**src/rtl/uart_tx_ahb_pkg.sv**
```systemverilog
// Shared definitions for the AHB UART transmitter: register offsets, STATUS bit
// positions (also used by software tests) and the serializer state type.
package uart_tx_ahb_pkg;

    localparam logic [1:0] OFF_TXDATA  = 2'd0;
    localparam logic [1:0] OFF_STATUS  = 2'd1;
    localparam logic [1:0] OFF_BAUDDIV = 2'd2;
    localparam logic [1:0] OFF_RSVD    = 2'd3;

    localparam int STAT_BUSY    = 0;
    localparam int STAT_FULL    = 1;
    localparam int STAT_EMPTY   = 2;
    localparam int STAT_CNT_LSB = 4;
    localparam int STAT_CNT_W   = 5;

    typedef enum logic [1:0] {
        ST_IDLE,
        ST_START,
        ST_DATA,
        ST_STOP
    } tx_state_t;

endpackage

```
**src/rtl/sync_fifo.sv**
```systemverilog
// Synchronous show-ahead FIFO with occupancy count; shared by the UART TX and RX paths.
module sync_fifo #(
    parameter int DATA_W = 8,
    parameter int DEPTH  = 8,
    localparam int AW    = $clog2(DEPTH),
    localparam int CNT_W = AW + 1
) (
    input  logic              clk,
    input  logic              rst,
    input  logic              push,
    input  logic [DATA_W-1:0] wdata,
    input  logic              pop,
    output logic [DATA_W-1:0] rdata,
    output logic              full,
    output logic              empty,
    output logic [CNT_W-1:0]  count
);

    logic [DATA_W-1:0] mem [DEPTH];
    logic [AW-1:0]     wr_ptr;
    logic [AW-1:0]     rd_ptr;
    logic              do_push;
    logic              do_pop;

    assign full    = (count == CNT_W'(DEPTH));
    assign empty   = (count == '0);
    assign do_push = push && !full;
    assign do_pop  = pop && !empty;
    assign rdata   = mem[rd_ptr];

    always_ff @(posedge clk) begin
        if (rst) begin
            wr_ptr <= '0;
            rd_ptr <= '0;
            count  <= '0;
        end else begin
            if (do_push) wr_ptr <= wr_ptr + AW'(1);
            if (do_pop)  rd_ptr <= rd_ptr + AW'(1);
            count <= count + CNT_W'(do_push) - CNT_W'(do_pop);
        end
    end

    // Storage carries no reset; validity is tracked by the pointers alone.
    always_ff @(posedge clk) begin
        if (do_push) mem[wr_ptr] <= wdata;
    end

endmodule

```
**src/rtl/uart_tx_ahb.sv**
```systemverilog
// AHB-attached UART transmitter: register decode, TX FIFO and 8N1 serializer with
// a programmable per-bit clock divisor.
module uart_tx_ahb
    import uart_tx_ahb_pkg::*;
#(
    parameter int FIFO_DEPTH  = 8,
    parameter int DEFAULT_DIV = 868
) (
    input  logic        clk,
    input  logic        rst,
    input  logic        hsel,
    input  logic [31:0] haddr_s,
    input  logic [2:0]  hsize_s,
    input  logic        hwrite_s,
    input  logic [31:0] hwdata_s,
    output logic [31:0] hrdata,
    output logic        hready,
    output logic        txd
);

    localparam int CNT_W = $clog2(FIFO_DEPTH) + 1;

    function automatic logic [15:0] eff_div(input logic [15:0] div);
        return (div == 16'd0) ? 16'd1 : div;
    endfunction

    logic             dphase_p1;
    logic             write_p1;
    logic [1:0]       off_p1;
    logic [15:0]      baud_div;
    logic             wr_tx;
    logic             push;
    logic             load;
    logic [7:0]       fifo_rdata;
    logic             fifo_full;
    logic             fifo_empty;
    logic [CNT_W-1:0] fifo_count;
    logic             busy;
    logic [31:0]      status;
    logic             unused_ok;

    tx_state_t   state, state_n;
    logic [15:0] cnt, cnt_n;
    logic [2:0]  bit_idx, idx_n;
    logic [7:0]  shreg, shreg_n;
    logic [15:0] div_act, div_n;
    logic [15:0] div_eff;

    assign unused_ok = ^{haddr_s[31:4], haddr_s[1:0], hsize_s, hwdata_s[31:16]};

    // A TXDATA write into a full FIFO stretches the data phase until a slot frees.
    assign wr_tx  = dphase_p1 && write_p1 && (off_p1 == OFF_TXDATA);
    assign hready = !(wr_tx && fifo_full);
    assign push   = wr_tx && !fifo_full;

    // ---- address phase -> data phase ----
    always_ff @(posedge clk) begin
        if (rst) begin
            dphase_p1 <= 1'b0;
            write_p1  <= 1'b0;
            off_p1    <= OFF_TXDATA;
            baud_div  <= 16'(DEFAULT_DIV);
        end else begin
            if (hready) begin
                dphase_p1 <= hsel;
                if (hsel) begin
                    off_p1   <= haddr_s[3:2];
                    write_p1 <= hwrite_s;
                end
            end
            if (dphase_p1 && write_p1 && (off_p1 == OFF_BAUDDIV))
                baud_div <= hwdata_s[15:0];
        end
    end

    assign busy = (state != ST_IDLE) || !fifo_empty;

    always_comb begin
        status                                  = '0;
        status[STAT_BUSY]                       = busy;
        status[STAT_FULL]                       = fifo_full;
        status[STAT_EMPTY]                      = fifo_empty;
        status[STAT_CNT_LSB +: STAT_CNT_W]      = STAT_CNT_W'(fifo_count);
    end

    always_comb begin
        hrdata = '0;
        if (dphase_p1 && !write_p1) begin
            case (off_p1)
                OFF_STATUS:  hrdata = status;
                OFF_BAUDDIV: hrdata = {16'h0000, baud_div};
                default:     hrdata = '0;
            endcase
        end
    end

    sync_fifo #(
        .DATA_W (8),
        .DEPTH  (FIFO_DEPTH)
    ) u_fifo (
        .clk   (clk),
        .rst   (rst),
        .push  (push),
        .wdata (hwdata_s[7:0]),
        .pop   (load),
        .rdata (fifo_rdata),
        .full  (fifo_full),
        .empty (fifo_empty),
        .count (fifo_count)
    );

    // ---- serializer ----
    assign div_eff = eff_div(baud_div);

    always_comb begin
        state_n = state;
        cnt_n   = cnt;
        idx_n   = bit_idx;
        shreg_n = shreg;
        div_n   = div_act;
        load    = 1'b0;
        case (state)
            ST_IDLE: load = !fifo_empty;
            ST_START: begin
                if (cnt == 16'd0) begin
                    state_n = ST_DATA;
                    cnt_n   = div_act - 16'd1;
                    idx_n   = 3'd0;
                end else begin
                    cnt_n = cnt - 16'd1;
                end
            end
            ST_DATA: begin
                if (cnt == 16'd0) begin
                    cnt_n   = div_act - 16'd1;
                    shreg_n = {1'b0, shreg[7:1]};
                    if (bit_idx == 3'd7) state_n = ST_STOP;
                    else                 idx_n   = bit_idx + 3'd1;
                end else begin
                    cnt_n = cnt - 16'd1;
                end
            end
            ST_STOP: begin
                if (cnt == 16'd0) begin
                    if (fifo_empty) state_n = ST_IDLE;
                    else            load    = 1'b1;
                end else begin
                    cnt_n = cnt - 16'd1;
                end
            end
            default: state_n = ST_IDLE;
        endcase
        // Divisor is captured at the pop so mid-frame BAUDDIV writes wait for the next frame.
        if (load) begin
            state_n = ST_START;
            cnt_n   = div_eff - 16'd1;
            div_n   = div_eff;
            shreg_n = fifo_rdata;
        end
    end

    always_ff @(posedge clk) begin
        if (rst) begin
            state   <= ST_IDLE;
            cnt     <= '0;
            bit_idx <= '0;
        end else begin
            state   <= state_n;
            cnt     <= cnt_n;
            bit_idx <= idx_n;
        end
    end

    always_ff @(posedge clk) begin
        shreg   <= shreg_n;
        div_act <= div_n;
    end

    always_comb begin
        case (state)
            ST_START: txd = 1'b0;
            ST_DATA:  txd = shreg[0];
            default:  txd = 1'b1;
        endcase
    end

endmodule

```
**config.mk**
```make
export PLATFORM = sky130hd
export DESIGN_NAME = uart_tx_ahb
export DESIGN_NICKNAME = d
export VERILOG_FILES = /design/src/rtl/uart_tx_ahb_pkg.sv /design/src/rtl/sync_fifo.sv /design/src/rtl/uart_tx_ahb.sv
export SDC_FILE = /design/constraint.sdc
export NUM_CORES = 1
export LEC_CHECK = 0
export BUFFER_PORTS_ARGS = -buffer_cell sky130_fd_sc_hd__clkbuf_2
export CELL_PAD_IN_SITES_DETAIL_PLACEMENT = 2
export CELL_PAD_IN_SITES_GLOBAL_PLACEMENT = 2
export CORE_UTILIZATION = 34
export DETAILED_ROUTE_END_ITERATION = 10
export GPL_TIMING_DRIVEN = 0
export PLACE_DENSITY_LB_ADDON = 0.2
export SLEW_MARGIN = 30
export SYNTH_ARGS = -nofsm -noshare
export SYNTH_HDL_FRONTEND = slang
export SYNTH_HIERARCHICAL = 1
export SYNTH_SLANG_ARGS = --single-unit
```
**constraint.sdc**
```tcl
create_clock -name clk -period 3.1 [get_ports clk]
set_input_delay 0.155 -clock clk [delete_from_list [all_inputs] [get_ports clk]]
set_output_delay 0.155 -clock clk [all_outputs]
set_load 0.01 [all_outputs]
```
Word level (Yosys, flattened, before mapping)
Memories as Yosys holds them, arrays and structs flattened. A register that Yosys moved wholly into a read port is not among the register bits.
Index checks and enable logic that the tools add are counted.
{"block": "op_classes", "add_sub_neg": 8, "n_eq_ne": 19, "muxes": 29, "bitwise_logic": 1, "reduce_logical": 33}
{"operator": "two-way mux 16 bit", "n": 5}
{"operator": "one-hot mux 16 bit (2 select lines)", "n": 2}
{"operator": "subtractor 16 x 1 -> 16 bit (second input constant)", "n": 3}
{"operator": "logical NOT 16 bit", "n": 2}
{"operator": "two-way mux 8 bit", "n": 3}
{"operator": "inequality test 3 x 2 -> 1 bit (second input constant)", "n": 6}
{"operator": "two-way mux 3 bit", "n": 5}
{"operator": "inequality test 2 bit (second input constant)", "n": 6}
{"operator": "AND reduction 6 bit", "n": 2}
{"operator": "two-way mux 2 bit", "n": 5}
{"operator": "adder 3 x 1 -> 3 bit (second input constant)", "n": 3}
{"operator": "logical AND 1 bit", "n": 8}
{"operator": "nonzero test 2 bit", "n": 4}
{"operator": "== test 2 bit (second input constant)", "n": 3}
{"operator": "one-hot mux 2 bit (3 select lines)", "n": 1}
{"operator": "one-hot mux 3 bit (2 select lines)", "n": 1}
{"operator": "AND reduction 2 bit", "n": 3}
{"operator": "nonzero test 3 bit", "n": 2}
{"operator": "two-way mux 1 bit", "n": 5}
{"operator": "adder 4 x 1 -> 4 bit", "n": 1}
{"operator": "== test 2 x 1 -> 1 bit (second input constant)", "n": 2}
{"operator": "== test 4 bit (second input constant)", "n": 1}
{"operator": "logical NOT 1 bit", "n": 4}
{"operator": "logical NOT 2 bit", "n": 2}
{"operator": "other kinds (9)", "n": 11}
{"block": "word_totals", "register_bits": 75, "ramBits": 64, "inputBits": 71, "output_inout_bits": 34, "mem_count": 1}
{"name": "u_fifo.mem", "depth": 8, "word_bits": 8, "read_ports": 1, "rd_clocked_by_memory_dff": 1, "write_ports": 1, "line_no": "sync_fifo.sv:19", "source": "logic [DATA_W-1:0] mem [DEPTH];"}

Logic depth before layout (Yosys ltp)
{"block": "logic_depth", "depth_word": 7, "mapped_depth": 17, "depth_no_buf": 14}

Modules after synthesis
The synthesis kept the hierarchy.
{"mod": "uart_tx_ahb", "instances": 1, "cells_each": 515, "area_each_um2": 4265.3, "seq_area_each_um2": 1541.5}
{"mod": "sync_fifo", "instances": 1, "cells_each": 174, "area_each_um2": 3180.6, "seq_area_each_um2": 2182.1}

Worst setup path before layout
Ideal clock, no wire load.
{"block": "synth_path", "kind": "register to register", "startpoint": "register cnt[0]", "endpoint": "register u_fifo.count[2]", "setup_time_ps": 128, "arrival_time_ps": 3241, "required_ps": 2972, "setup_slack_ps": -269, "path_stages_with_launch": 18, "synth_period_minus_slack_ps": 3369, "cell_sequence": "dfxtp_1 -> inv_1 -> ha_1 -> nor4b_1 -> and4_1 -> nand3_1 -> and2_1 -> buf_2 -> clkinv_2 -> buf_2 -> nor2b_1 -> buf_2 -> xnor2_1 -> ha_1 -> inv_1 -> fa_1 -> xor2_1 -> nor2_1"}
{"block": "synth_between", "elab_chain_cells": 5}
{"item": "start, declared", "line_no": "uart_tx_ahb.sv:43", "source": "logic [15:0] cnt, cnt_n;"}
{"item": "start signal, assigned", "line_no": "uart_tx_ahb.sv:169", "source": "cnt <= cnt_n;"}
{"item": "logical NOT 16 bit", "line_no": "uart_tx_ahb.sv:144", "source": "if (cnt == 16'd0) begin"}
{"item": "two-way mux 1 bit", "line_no": "uart_tx_ahb.sv:144"}
{"item": "one-hot mux 1 bit (2 select lines)", "line_no": "uart_tx_ahb.sv:122", "source": "case (state)"}
{"item": "named net load", "line_no": "uart_tx_ahb.sv:33", "source": "logic load;"}
{"item": "logical AND 1 bit", "line_no": "sync_fifo.sv:28", "source": "assign do_pop = pop && !empty;"}
{"item": "subtractor 4 x 1 -> 4 bit", "line_no": "sync_fifo.sv:39", "source": "count <= count + CNT_W'(do_push) - CNT_W'(do_pop);"}
{"item": "end signal, assigned", "line_no": "sync_fifo.sv:39"}
{"item": "end, declared", "line_no": "sync_fifo.sv:16", "source": "output logic [CNT_W-1:0] count"}
The timed path passes the listed nets, and every way through them passes these cells.
A chain may end at the register's enable or synchronous reset.

Final worst setup path
{"block": "layout_path", "startpoint": "register baud_div[4]", "endpoint": "register cnt[12]"}
{"block": "layout_between", "elab_chain_cells": 4}
{"item": "start, declared", "line_no": "uart_tx_ahb.sv:30", "source": "logic [15:0] baud_div;"}
{"item": "start signal, assigned", "line_no": "uart_tx_ahb.sv:62", "source": "baud_div <= 16'(DEFAULT_DIV);"}
{"item": "start signal, assigned", "line_no": "uart_tx_ahb.sv:72", "source": "baud_div <= hwdata_s[15:0];"}
{"item": "logical NOT 16 bit", "line_no": "uart_tx_ahb.sv:24", "source": "return (div == 16'd0) ? 16'd1 : div;"}
{"item": "two-way mux 16 bit (*)", "line_no": "uart_tx_ahb.sv:24"}
{"item": "subtractor 16 x 1 -> 16 bit (*)", "line_no": "uart_tx_ahb.sv:156", "source": "cnt_n = div_eff - 16'd1;"}
{"item": "two-way mux 16 bit (*)", "line_no": "uart_tx_ahb.sv:154", "source": "if (load) begin"}
Every way passes the cells marked *; elsewhere a longest branch is shown, timed or not.

==> impl_metrics.env <==
export IMPL_die_area_mm2=0.0225
export IMPL_powerDensity_mw_per_mm2=825
export IMPL_design_area_mm2=0.00906
export IMPL_grt_max_degree=20
export IMPL_area_delta_synth_final_pct=21.6
export IMPL_antenna_cells=0
export IMPL_critical_path_class="reg2reg"
export IMPL_nFillCells=2228
export IMPL_die_y_um=150
export IMPL_instances_no_fill=1072
export IMPL_dr_pass1_iters=4
export IMPL_gr_total_overflow=0
export IMPL_gp_routability_congestion=0.846
export IMPL_fmax_mhz=333
export IMPL_die_width_um=150
export IMPL_routed_wl_mm=24.2
export IMPL_row_count=53
export IMPL_drv_slew=0
export IMPL_htree_levels=4
export IMPL_p_leak_uw=0.00331
export IMPL_num_vias=5707
export IMPL_dpl_hpwl_mm=16.9
export IMPL_core_area_mm2=0.0212
export IMPL_avgSynthCellArea_um2=10.8
export IMPL_grt_usage_pct=22.2
export IMPL_grt_pass1_wl_mm=36.9
export IMPL_p_total_uw=7470
export IMPL_startpoint_type="register"
export IMPL_netlist_area_mm2=0.00745
export IMPL_crit_path_top_delay_cell="dfxtp_1"
export IMPL_finish_net_count=877
export IMPL_root_buffer="clkbuf_16"
export IMPL_required_ns=3.44
export IMPL_crit_fanout=7
export IMPL_fin_crit_sh_pct=96.7
export IMPL_min_period_ns=3.00
export IMPL_arrival_ns=3.34
export IMPL_synth_main_ff_cell="edfxtp_1"
export IMPL_ys_warn_count=6
export IMPL_worst_pin_slew_ns=0.882
export IMPL_wl_per_cell_um=22.6
export IMPL_final_setup_tns_ns=0
export IMPL_clkLatencyLatePin_ns=0.44
export IMPL_cts_sinks=142
export IMPL_cpMostUsedCell="nor4_1"
export IMPL_yosysSeqAreaShare_pct=50.0
export IMPL_antenna_found_initial=0
export IMPL_first_iter_violations=338
export IMPL_worst_path_buf_inv=1
export IMPL_syn_inst=689
export IMPL_ir_worst_vdd_v=0.000400
export IMPL_async_reset_ff_share_pct=0
export IMPL_status="complete, no violations"
export IMPL_placed_cell_area_mm2=0.00809
export IMPL_tritoncts_num_buffers=17
export IMPL_grt_pass1_vias=6314
export IMPL_ant_nets=0
export IMPL_cts_clk_slew_worst_paths_ns=0.07
export IMPL_synth_cell_types=75
export IMPL_via_per_inst=5.32
export IMPL_cp_top_family="simple AND/OR/NAND/NOR gates"
export IMPL_ff2ff_setup_slack_ns=0.10
export IMPL_clockBufferDepth=2
export IMPL_worstPathCellList="nor4_1 > and3b_1 > a21oi_2 > ha_2 > nor3b_2 > nand3b_1 > buf_4 > nor4_1 > xnor2_1 > a221oi_1"
export IMPL_hp_class="in2reg"
export IMPL_slew_headroom_pct=40.9
export IMPL_synth_seq_cells=142
export IMPL_maxCapViolCount=0
export IMPL_initial_core_util_pct=35.1
export IMPL_cts_tree="done"
export IMPL_setup_viol=0
export IMPL_drc_errors=0
export IMPL_dp_cells=1019
export IMPL_cp_end_kind="register"
export IMPL_fin_skew_ns=0.0143
export IMPL_drive_above_1_share_pct=23.1
export IMPL_io_buffers=39
export IMPL_crit_path_max_incr_delay_ns=0.55
export IMPL_ios=105
export IMPL_finalHoldViolations=0
export IMPL_synth_edf_count=88
power by group:
part | switching (uW) | internal, uW | total [uW]
logic | 1610 | 1140 | 2750
clock network | 1020 | 1110 | 2130
registers | 256 | 2340 | 2590
total | 2880 | 4590 | 7470
metal layers:
| metal | vias to the layer above | GRT usage [%] | routed length (um) | part of all wire [%] |
|---|---|---|---|---|
| li1 | 2662 | - | - | - |
| met5 | - | 0 | 0 | 0 |
| met4 | 0 | 6.16 | 311 | 1.3 |
| met1 | 2917 | 27.5 | 10300 | 43 |
| met2 | 107 | 39.8 | 12700 | 53 |
| met3 | 21 | 3.51 | 871 | 3.6 |
cells by family (layout without fill, tap and decap cells):
kind of cell               count (synthesis)  count (layout)  synth area share [%]
xor gates and xnor gates                  34              34                  4.00
and+or+nand+nor                          265             265                  18.6
DFF                                      142             142                  50.0
adders and majority gates                 22              22                  3.80
other                                      1              16                0.0504
muxes                                     36              36                  8.50
buffers and inverters                     84             177                  5.65
AOI/OAI and AO/OA                        105             105                  9.38
path summary, 6_finish.rpt:
| kind | start | end | depth (start not counted) |
|---|---|---|---|
| worst max register to register | baud_div[4]$_SDFFE_PP0P_ | cnt[12]$_SDFFE_PP0P_ | 10 |
| worst min-delay path | haddr_s[2] | off_p1[0]$_SDFFE_PP0P_ | 3 |
| worst max-delay path | baud_div[4]$_SDFFE_PP0P_ | cnt[12]$_SDFFE_PP0P_ | 10 |
| worst min register to register | off_p1[0]$_SDFFE_PP0P_ | off_p1[0]$_SDFFE_PP0P_ | 2 |
cells in the final DEF, fill, tap and decap left out, types with 20 or more instances in the layout:
cell	n
edfxtp_1	88
nand2_1	80
clkbuf_2	40
nor2_1	46
nand3_1	25
o21ai_0	20
buf_4	28
dfxtp_1	48
a21oi_1	33
clkbuf_1	33
flip-flops by register name (all words and copies together) (netlist names), named ones only:
register,cells
baud_div,16
bit_idx,3
cnt,16
div_act,16
dphase_p1,1
off_p1,2
shreg,8
state,2
u_fifo/count,4
u_fifo/mem,64
u_fifo/rd_ptr,3
u_fifo/wr_ptr,3
write_p1,1
cells in the mapped netlist (3+ instances only):
master / instances / share of area, %
buf_4: 16 / 1.6
or2_2: 4 / 0.34
or4_4: 3 / 0.45
o21ai_0: 20 / 1.3
mux2i_1: 7 / 0.94
and2_1: 12 / 1.0
inv_1: 19 / 0.96
nor2_1: 47 / 2.4
a22oi_1: 11 / 1.1
buf_2: 9 / 0.60
edfxtp_1: 88 / 35
nor3_1: 18 / 1.2
xor2_1: 16 / 1.9
mux4_1: 15 / 5.3
clkbuf_1: 34 / 1.7
nand2b_1: 14 / 1.2
nor3b_1: 4 / 0.40
ha_1: 21 / 3.5
dfxtp_1: 54 / 15
a21oi_1: 34 / 2.3
a31o_2: 3 / 0.35
mux2_2: 13 / 2.0
a31oi_1: 6 / 0.50
nand3b_1: 13 / 1.3
nand2_1: 81 / 4.1
or3_1: 5 / 0.42
nand4_1: 4 / 0.34
xnor2_1: 18 / 2.1
nor2b_1: 6 / 0.50
nand3_1: 25 / 1.7
nor4_1: 9 / 0.76
stage by stage:
| stage | worst slack, ns | hold slack (ns) | util [%] |
|---|---|---|---|
| after floorplan | 0.0178 | 0.254 | - |
| after global placement | -0.787 | 0.394 | 38.0 |
| after detailed placement | -0.854 | 0.404 | 38.1 |
| after CTS | -0.0165 | 0.0133 | 42.1 |
| after global routing | -0.0116 | 0.0283 | 42.7 |
| final | 0.101 | 0.00496 | 42.7 |
repair_timing:
| item | 4_1_cts | 5_1_grt |
|---|---|---|
| gates cloned | 1 | 0 |
| setup endpoints to repair | 9 | 8 |
| pin swaps | 0 | 6 |
| hold endpoints to repair | 11 | 0 |
| resized for setup | 14 | 26 |
| setup buffers | 5 | 6 |
| hold buffers | 11 | 0 |
worst min-delay path, stage by stage:
cell,delay [ns]
clkbuf_2,0.08
nand3_1,0.08
a21oi_1,0.07
area by class of cell:
class	count	area (um^2)	area share [%]
flip-flops and latches	142	3730	41.2
multi-input cells	478	3500	38.6
clock buffers	17	425	4.70
repair buffers	63	425	4.70
plain buffers	62	359	3.96
well taps	275	344	3.80
clock inverters	15	196	2.17
inverters	20	80.1	0.884
Note: power is estimated with default switching activity, not from simulation.
